`src/rtl/hdmi_video_timing_gen.sv`:
```
// Video timing generator: shadowed timing config, H/V counters, registered sync/DE outputs,
// and a pixel pacer that pulls from the upstream stream only during active video.
module hdmi_video_timing_gen #(
  parameter int CNT_WIDTH  = 12,
  parameter int DATA_WIDTH = 24
) (
  input  logic                  ACLK,
  input  logic                  ARESET,
  input  logic                  cfg_enable,
  input  logic [CNT_WIDTH-1:0]  cfg_h_active,
  input  logic [CNT_WIDTH-1:0]  cfg_h_fp,
  input  logic [CNT_WIDTH-1:0]  cfg_h_sync,
  input  logic [CNT_WIDTH-1:0]  cfg_h_bp,
  input  logic [CNT_WIDTH-1:0]  cfg_v_active,
  input  logic [CNT_WIDTH-1:0]  cfg_v_fp,
  input  logic [CNT_WIDTH-1:0]  cfg_v_sync,
  input  logic [CNT_WIDTH-1:0]  cfg_v_bp,
  input  logic                  cfg_hsync_pol,
  input  logic                  cfg_vsync_pol,
  input  logic                  underflow_clr,
  input  logic [DATA_WIDTH-1:0] s_pix_tdata,
  input  logic                  s_pix_tvalid,
  output logic                  s_pix_tready,
  output logic [DATA_WIDTH-1:0] vid_data,
  output logic                  vid_de,
  output logic                  vid_hsync,
  output logic                  vid_vsync,
  output logic [CNT_WIDTH-1:0]  vid_x,
  output logic [CNT_WIDTH-1:0]  vid_y,
  output logic                  vid_sof,
  output logic                  cfg_err,
  output logic                  underflow
);

  localparam int SW = CNT_WIDTH + 2;

  typedef enum logic {IDLE, RUN} state_t;
  state_t state;

  logic                 en_prev;
  logic [CNT_WIDTH-1:0] sh_ha, sh_hfp, sh_hs, sh_hbp;
  logic [CNT_WIDTH-1:0] sh_va, sh_vfp, sh_vs, sh_vbp;
  logic                 sh_hpol, sh_vpol;
  logic [CNT_WIDTH-1:0] h_cnt, v_cnt;

  // Region boundaries are summed at full width so large configs cannot wrap.
  logic [SW-1:0] h_sync_start, h_sync_end, h_total;
  logic [SW-1:0] v_sync_start, v_sync_end, v_total;
  logic          h_act, v_act, h_syn, v_syn, h_last, v_last;
  logic          run, de_next, cfg_zero, load;

  always_comb begin
    h_sync_start = SW'(sh_ha) + SW'(sh_hfp);
    h_sync_end   = h_sync_start + SW'(sh_hs);
    h_total      = h_sync_end + SW'(sh_hbp);
    v_sync_start = SW'(sh_va) + SW'(sh_vfp);
    v_sync_end   = v_sync_start + SW'(sh_vs);
    v_total      = v_sync_end + SW'(sh_vbp);
    h_act  = SW'(h_cnt) < SW'(sh_ha);
    v_act  = SW'(v_cnt) < SW'(sh_va);
    h_syn  = (SW'(h_cnt) >= h_sync_start) && (SW'(h_cnt) < h_sync_end);
    v_syn  = (SW'(v_cnt) >= v_sync_start) && (SW'(v_cnt) < v_sync_end);
    h_last = SW'(h_cnt) == (h_total - SW'(1));
    v_last = SW'(v_cnt) == (v_total - SW'(1));
  end

  // Dropping enable stops the frame in the same cycle, so run is gated by the live input.
  assign run      = !ARESET && (state == RUN) && cfg_enable;
  assign de_next  = run && h_act && v_act;
  assign s_pix_tready = de_next;

  assign cfg_zero = (cfg_h_active == '0) || (cfg_h_fp == '0) || (cfg_h_sync == '0) ||
                    (cfg_h_bp == '0) || (cfg_v_active == '0) || (cfg_v_fp == '0) ||
                    (cfg_v_sync == '0) || (cfg_v_bp == '0);
  assign load     = cfg_enable && (!en_prev || ((state == RUN) && h_last && v_last));

  always_ff @(posedge ACLK) begin
    if (ARESET) begin
      sh_ha   <= '0;  sh_hfp <= '0;  sh_hs <= '0;  sh_hbp <= '0;
      sh_va   <= '0;  sh_vfp <= '0;  sh_vs <= '0;  sh_vbp <= '0;
      sh_hpol <= 1'b0;
      sh_vpol <= 1'b0;
    end else if (load) begin
      sh_ha   <= cfg_h_active;  sh_hfp <= cfg_h_fp;  sh_hs <= cfg_h_sync;  sh_hbp <= cfg_h_bp;
      sh_va   <= cfg_v_active;  sh_vfp <= cfg_v_fp;  sh_vs <= cfg_v_sync;  sh_vbp <= cfg_v_bp;
      sh_hpol <= cfg_hsync_pol;
      sh_vpol <= cfg_vsync_pol;
    end
  end

  always_ff @(posedge ACLK) begin
    if (ARESET) begin
      state   <= IDLE;
      en_prev <= 1'b0;
      h_cnt   <= '0;
      v_cnt   <= '0;
      cfg_err <= 1'b0;
    end else begin
      en_prev <= cfg_enable;
      if (!cfg_enable) begin
        state <= IDLE;
        h_cnt <= '0;
        v_cnt <= '0;
      end else if (load) begin
        // Both the enable edge and end-of-frame restart the counters on a fresh config.
        state   <= cfg_zero ? IDLE : RUN;
        cfg_err <= cfg_zero;
        h_cnt   <= '0;
        v_cnt   <= '0;
      end else if (state == RUN) begin
        if (h_last) begin
          h_cnt <= '0;
          v_cnt <= v_cnt + CNT_WIDTH'(1);
        end else begin
          h_cnt <= h_cnt + CNT_WIDTH'(1);
        end
      end
    end
  end

  always_ff @(posedge ACLK) begin
    if (ARESET) begin
      vid_data  <= '0;
      vid_de    <= 1'b0;
      vid_hsync <= ~cfg_hsync_pol;
      vid_vsync <= ~cfg_vsync_pol;
      vid_x     <= '0;
      vid_y     <= '0;
      vid_sof   <= 1'b0;
      underflow <= 1'b0;
    end else begin
      vid_data  <= (de_next && s_pix_tvalid) ? s_pix_tdata : '0;
      vid_de    <= de_next;
      vid_hsync <= run ? (h_syn ? sh_hpol : ~sh_hpol) : ~cfg_hsync_pol;
      vid_vsync <= run ? (v_syn ? sh_vpol : ~sh_vpol) : ~cfg_vsync_pol;
      vid_x     <= run ? h_cnt : '0;
      vid_y     <= run ? v_cnt : '0;
      vid_sof   <= run && (h_cnt == '0) && (v_cnt == '0);
      if (de_next && !s_pix_tvalid)
        underflow <= 1'b1;
      else if (underflow_clr)
        underflow <= 1'b0;
    end
  end

endmodule

```
`config.mk`:
```
export PLATFORM = sky130hd
export DESIGN_NAME = hdmi_video_timing_gen
export DESIGN_NICKNAME = d
export VERILOG_FILES = /design/src/rtl/hdmi_video_timing_gen.sv
export SDC_FILE = /design/constraint.sdc
export NUM_CORES = 1
export LEC_CHECK = 0
export CORE_MARGIN = 2
export CORE_UTILIZATION = 58
export CTS_BUF_LIST = sky130_fd_sc_hd__clkbuf_4
export CTS_CLUSTER_SIZE = 28
export DETAILED_ROUTE_END_ITERATION = 12
export MAX_ROUTING_LAYER = met4
export PLACE_DENSITY = 0.83
export RECOVER_POWER = 100
export SYNTH_ARGS = -nofsm -noshare
export SYNTH_HDL_FRONTEND = slang
export SYNTH_SLANG_ARGS = --single-unit
```
`constraint.sdc`:
```
create_clock -name ACLK -period 8.45 [get_ports ACLK]
set_input_delay 2.1125 -clock ACLK [delete_from_list [all_inputs] [get_ports ACLK]]
set_output_delay 2.1125 -clock ACLK [all_outputs]
set_load 0.03 [all_outputs]
```
==> run summary, run 1 <==
Status - finished, violations left
Failing checks - max-capacitance violations, max-slew violations
Gate Count Post-Synth - 1,780
Die height - 160 um
ANT nets after route - 0
Mux contribution to synthesized area - 0.00292
Worst R2R End - v_cnt[9]
Vias post-DR - 14,100
Pins over their slew limit - 38
Crit end category - output port
RSZ-0062 raised after global routing - false
Pin count of the biggest net entering global routing - 121
Fin nets - 2,161
Hold_sp - underflow
Leak - 6.45 nW
Tot GR Track Use - 0.339
Setup CP Type - input port to output port
Post-synthesis register bit count - 178
Most frequent cell after synthesis - dfxtp_1
Clock Path Buffers - 2
Critical Path Source Type - input port
Highest Signal Layer - met4
Share of synthesized registers carrying an async set or reset - 0
Initial Util - 0.587
Syn Area/Cell - 7.95 um2
# setup viols final - 0
Sequential fraction of the synthesis area - 0.252
Wire per inst - 19.5 um
Clk_skew - 48.7 ps
Synth Area in Compound Gates - 0.192
First-pass GRT wire length - 68.5 mm
Clk sinks - 178
Max incr delay on CP - 1510 ps
Clk_lat worst skew - 630 ps
Buffers on Ports - 181
Max FFs per register - 24
Reg clk slew, reported paths - 160 ps
Worst-case reg-to-reg path depth - 25
Wl on met1 - 19.0 mm
Post-synth top area cell - dfxtp_1
Routability cong. - 0.957
Layout area overhead - 14.7%
Area share of xor/xnor cells in the synthesized design - 0.0607
Max-Cap Viols - 1
Simple-gate portion of the synthesized area - 0.256
Final worst path period share - 0.936
R2r setup slk - 960 ps
Hold Path End - underflow
Crit path buf inv count - 4
CTS root buf - clkbuf_4
DRC viols - 0
Ports - 182
IR drop worst, VDD - 0.109 mV
Critical Path Fanout Max - 76
Hold Path Class - register to register
Layout Cells excl Fill - 2,201
Post-CTS sizing - 0
Synth area leaders - dfxtp_1 25%, ha_1 15%, o211ai_1 5.5%
Worst path slowest cell - clkbuf_1
Pre-antenna DRT Iters - 8
Synth top cells by count - 178 x dfxtp_1, 168 x ha_1, 140 x inv_1
Row count - 57
Final hold viol count - 0
Vias in the first global route - 13,100
DP Cell Count - 2,165
Die Area - 25,700 um2
Top cell type's share of synthesized area - 0.252
Total grt overflow - 0
WP data arrival - 5800 ps
Synth cell types - 71
WL final - 43.0 mm
Cells on Worst Hold Path - 2
Max Freq - 126 MHz
Share of layout cells above drive strength 1 - 0.0379
Yosys warnings - 0
CP Data Required Time - 6340 ps
Post CTS Setup Buffer Count - 0
Mapped Nets - 2,081
Largest family of logic cells by synthesized area - simple AND/OR/NAND/NOR gates
Die W - 160 um
Worst R2R Start - sh_va[0]
Total CTS buffers - 17
Most common cell on crit path - nor2_1
Met2 WL - 19.3 mm
Max-slew headroom - -0.437
Fin crit period - 7910 ps
CP top delay family - buffers and inverters
Vias per cell - 6.42
Critical-path cell list - clkbuf_1 -> inv_8 -> nand2_1 -> nor2_1 -> nand3_1 -> nor2_1 -> buf_4 -> dlygate4sd3_1
Core area - 24,100 um2
Initial antenna violation count - 3
Pwr Density - 171 nW/um2
Setup TNS - 0 ps
1st-iter DRT viols - 1,275
Post-synth EDFFs - 0
Worst-Margin Slew - 2160 ps
Adder-Cell Fraction of Synth Area - 0.158
Synth Flop Type - dfxtp_1
H-tree lvl count - 4
Final-layout fill cell count - 2,062
Post-Syn Area - 14,100 um2
DP HPWL - 31.5 mm
Biggest register - vid_data
Hold-fix buffers, CTS - 0
TritonCTS clock tree - done
Met3 routed wirelength - 3.53 mm
## per-stage QoR
stage	area (um2)	util	hold slack, ps	worst slack [ps]	total power (W)
2_1_floorplan	14100	-	468	2530	0.00191
3_3_place_gp	15900	0.662	437	1370	0.00222
3_5_place_dp	15900	0.662	464	1240	0.00224
4_1_cts	16200	0.674	490	1150	0.00276
5_1_grt	16200	0.673	522	274	0.00297
6_report	16200	0.673	490	539	0.00278
## worst reg2reg max path, delay by kind of cell (launching register included)
kind            cells  cell delay [ps]
buf+inv             1               40
fa+ha+maj           5             1530
simple gates        6             2670
flops               1              390
xor+xnor            2              410
compound gates     11             2290
## worst max-delay path by stage
| stage | slack, ps | to | depth (start not counted) | start |
|---|---|---|---|---|
| after floorplan | 2530 | cfg_err | 27 | sh_va[0] |
| after global placement | 1370 | sh_vfp[8] | 28 | sh_ha[1] |
| after detailed placement | 1240 | sh_vfp[11] | 26 | sh_va[0] |
| after CTS | 1150 | sh_vfp[11] | 26 | sh_va[0] |
| after global routing | 270 | v_cnt[9] | 25 | sh_va[0] |
| final | 540 | s_pix_tready | 8 | ARESET |
## power by group
part / switching (W) / internal [W] / leakage (nW)
Sequential: 0.0000335 / 0.000876 / 1.45
Combinational: 0.000771 / 0.000573 / 4.85
Clock: 0.000369 / 0.000159 / 0.153
## cell usage in the layout, fill, tap and decap left out, drive strengths merged, types with 53 or more instances in the layout
master           n
dlygate4sd3     55
a21oi           60
inv            148
xnor2           54
a31oi          101
nand4          117
nor2            59
nor3b           53
ha             168
nand3          132
clkdlybuf4s50  124
nor3            71
dfxtp          178
o211ai         104
## metal layers
layer,up-vias,global-route usage
met4,0,0.104
met2,622,0.529
met3,82,0.0603
li1,6799,-
met1,6622,0.447
met5,-,-
## final cells by class
cell class	instances	area, um2	area share
multi-input cells	1326	9480	0.584
well taps	324	405	0.0250
diodes	4	10.0	0.000617
repair buffers	196	1940	0.120
inverters	141	537	0.0331
clock buffers	17	128	0.00786
clock inverters	15	163	0.0100
flip-flops and latches	178	3570	0.220
## cells by family after synthesis
logic type               Yosys count
AND/OR/NAND/NOR                  644
AO/OA/AOI/OAI                    405
buffers and inverters            276
flip-flops                       178
adder cells (fa/ha/maj)          175
XOR/XNOR                          98
multiplexers                       4
(Power assumes the default switching activity.)
==> run 2, diff against run 1 <==
ABC_CLOCK_PERIOD_IN_PS = 8450   (was unset)
==> results of run 2 <==
Final layout, timing and power as in run 1 (identical DEF).
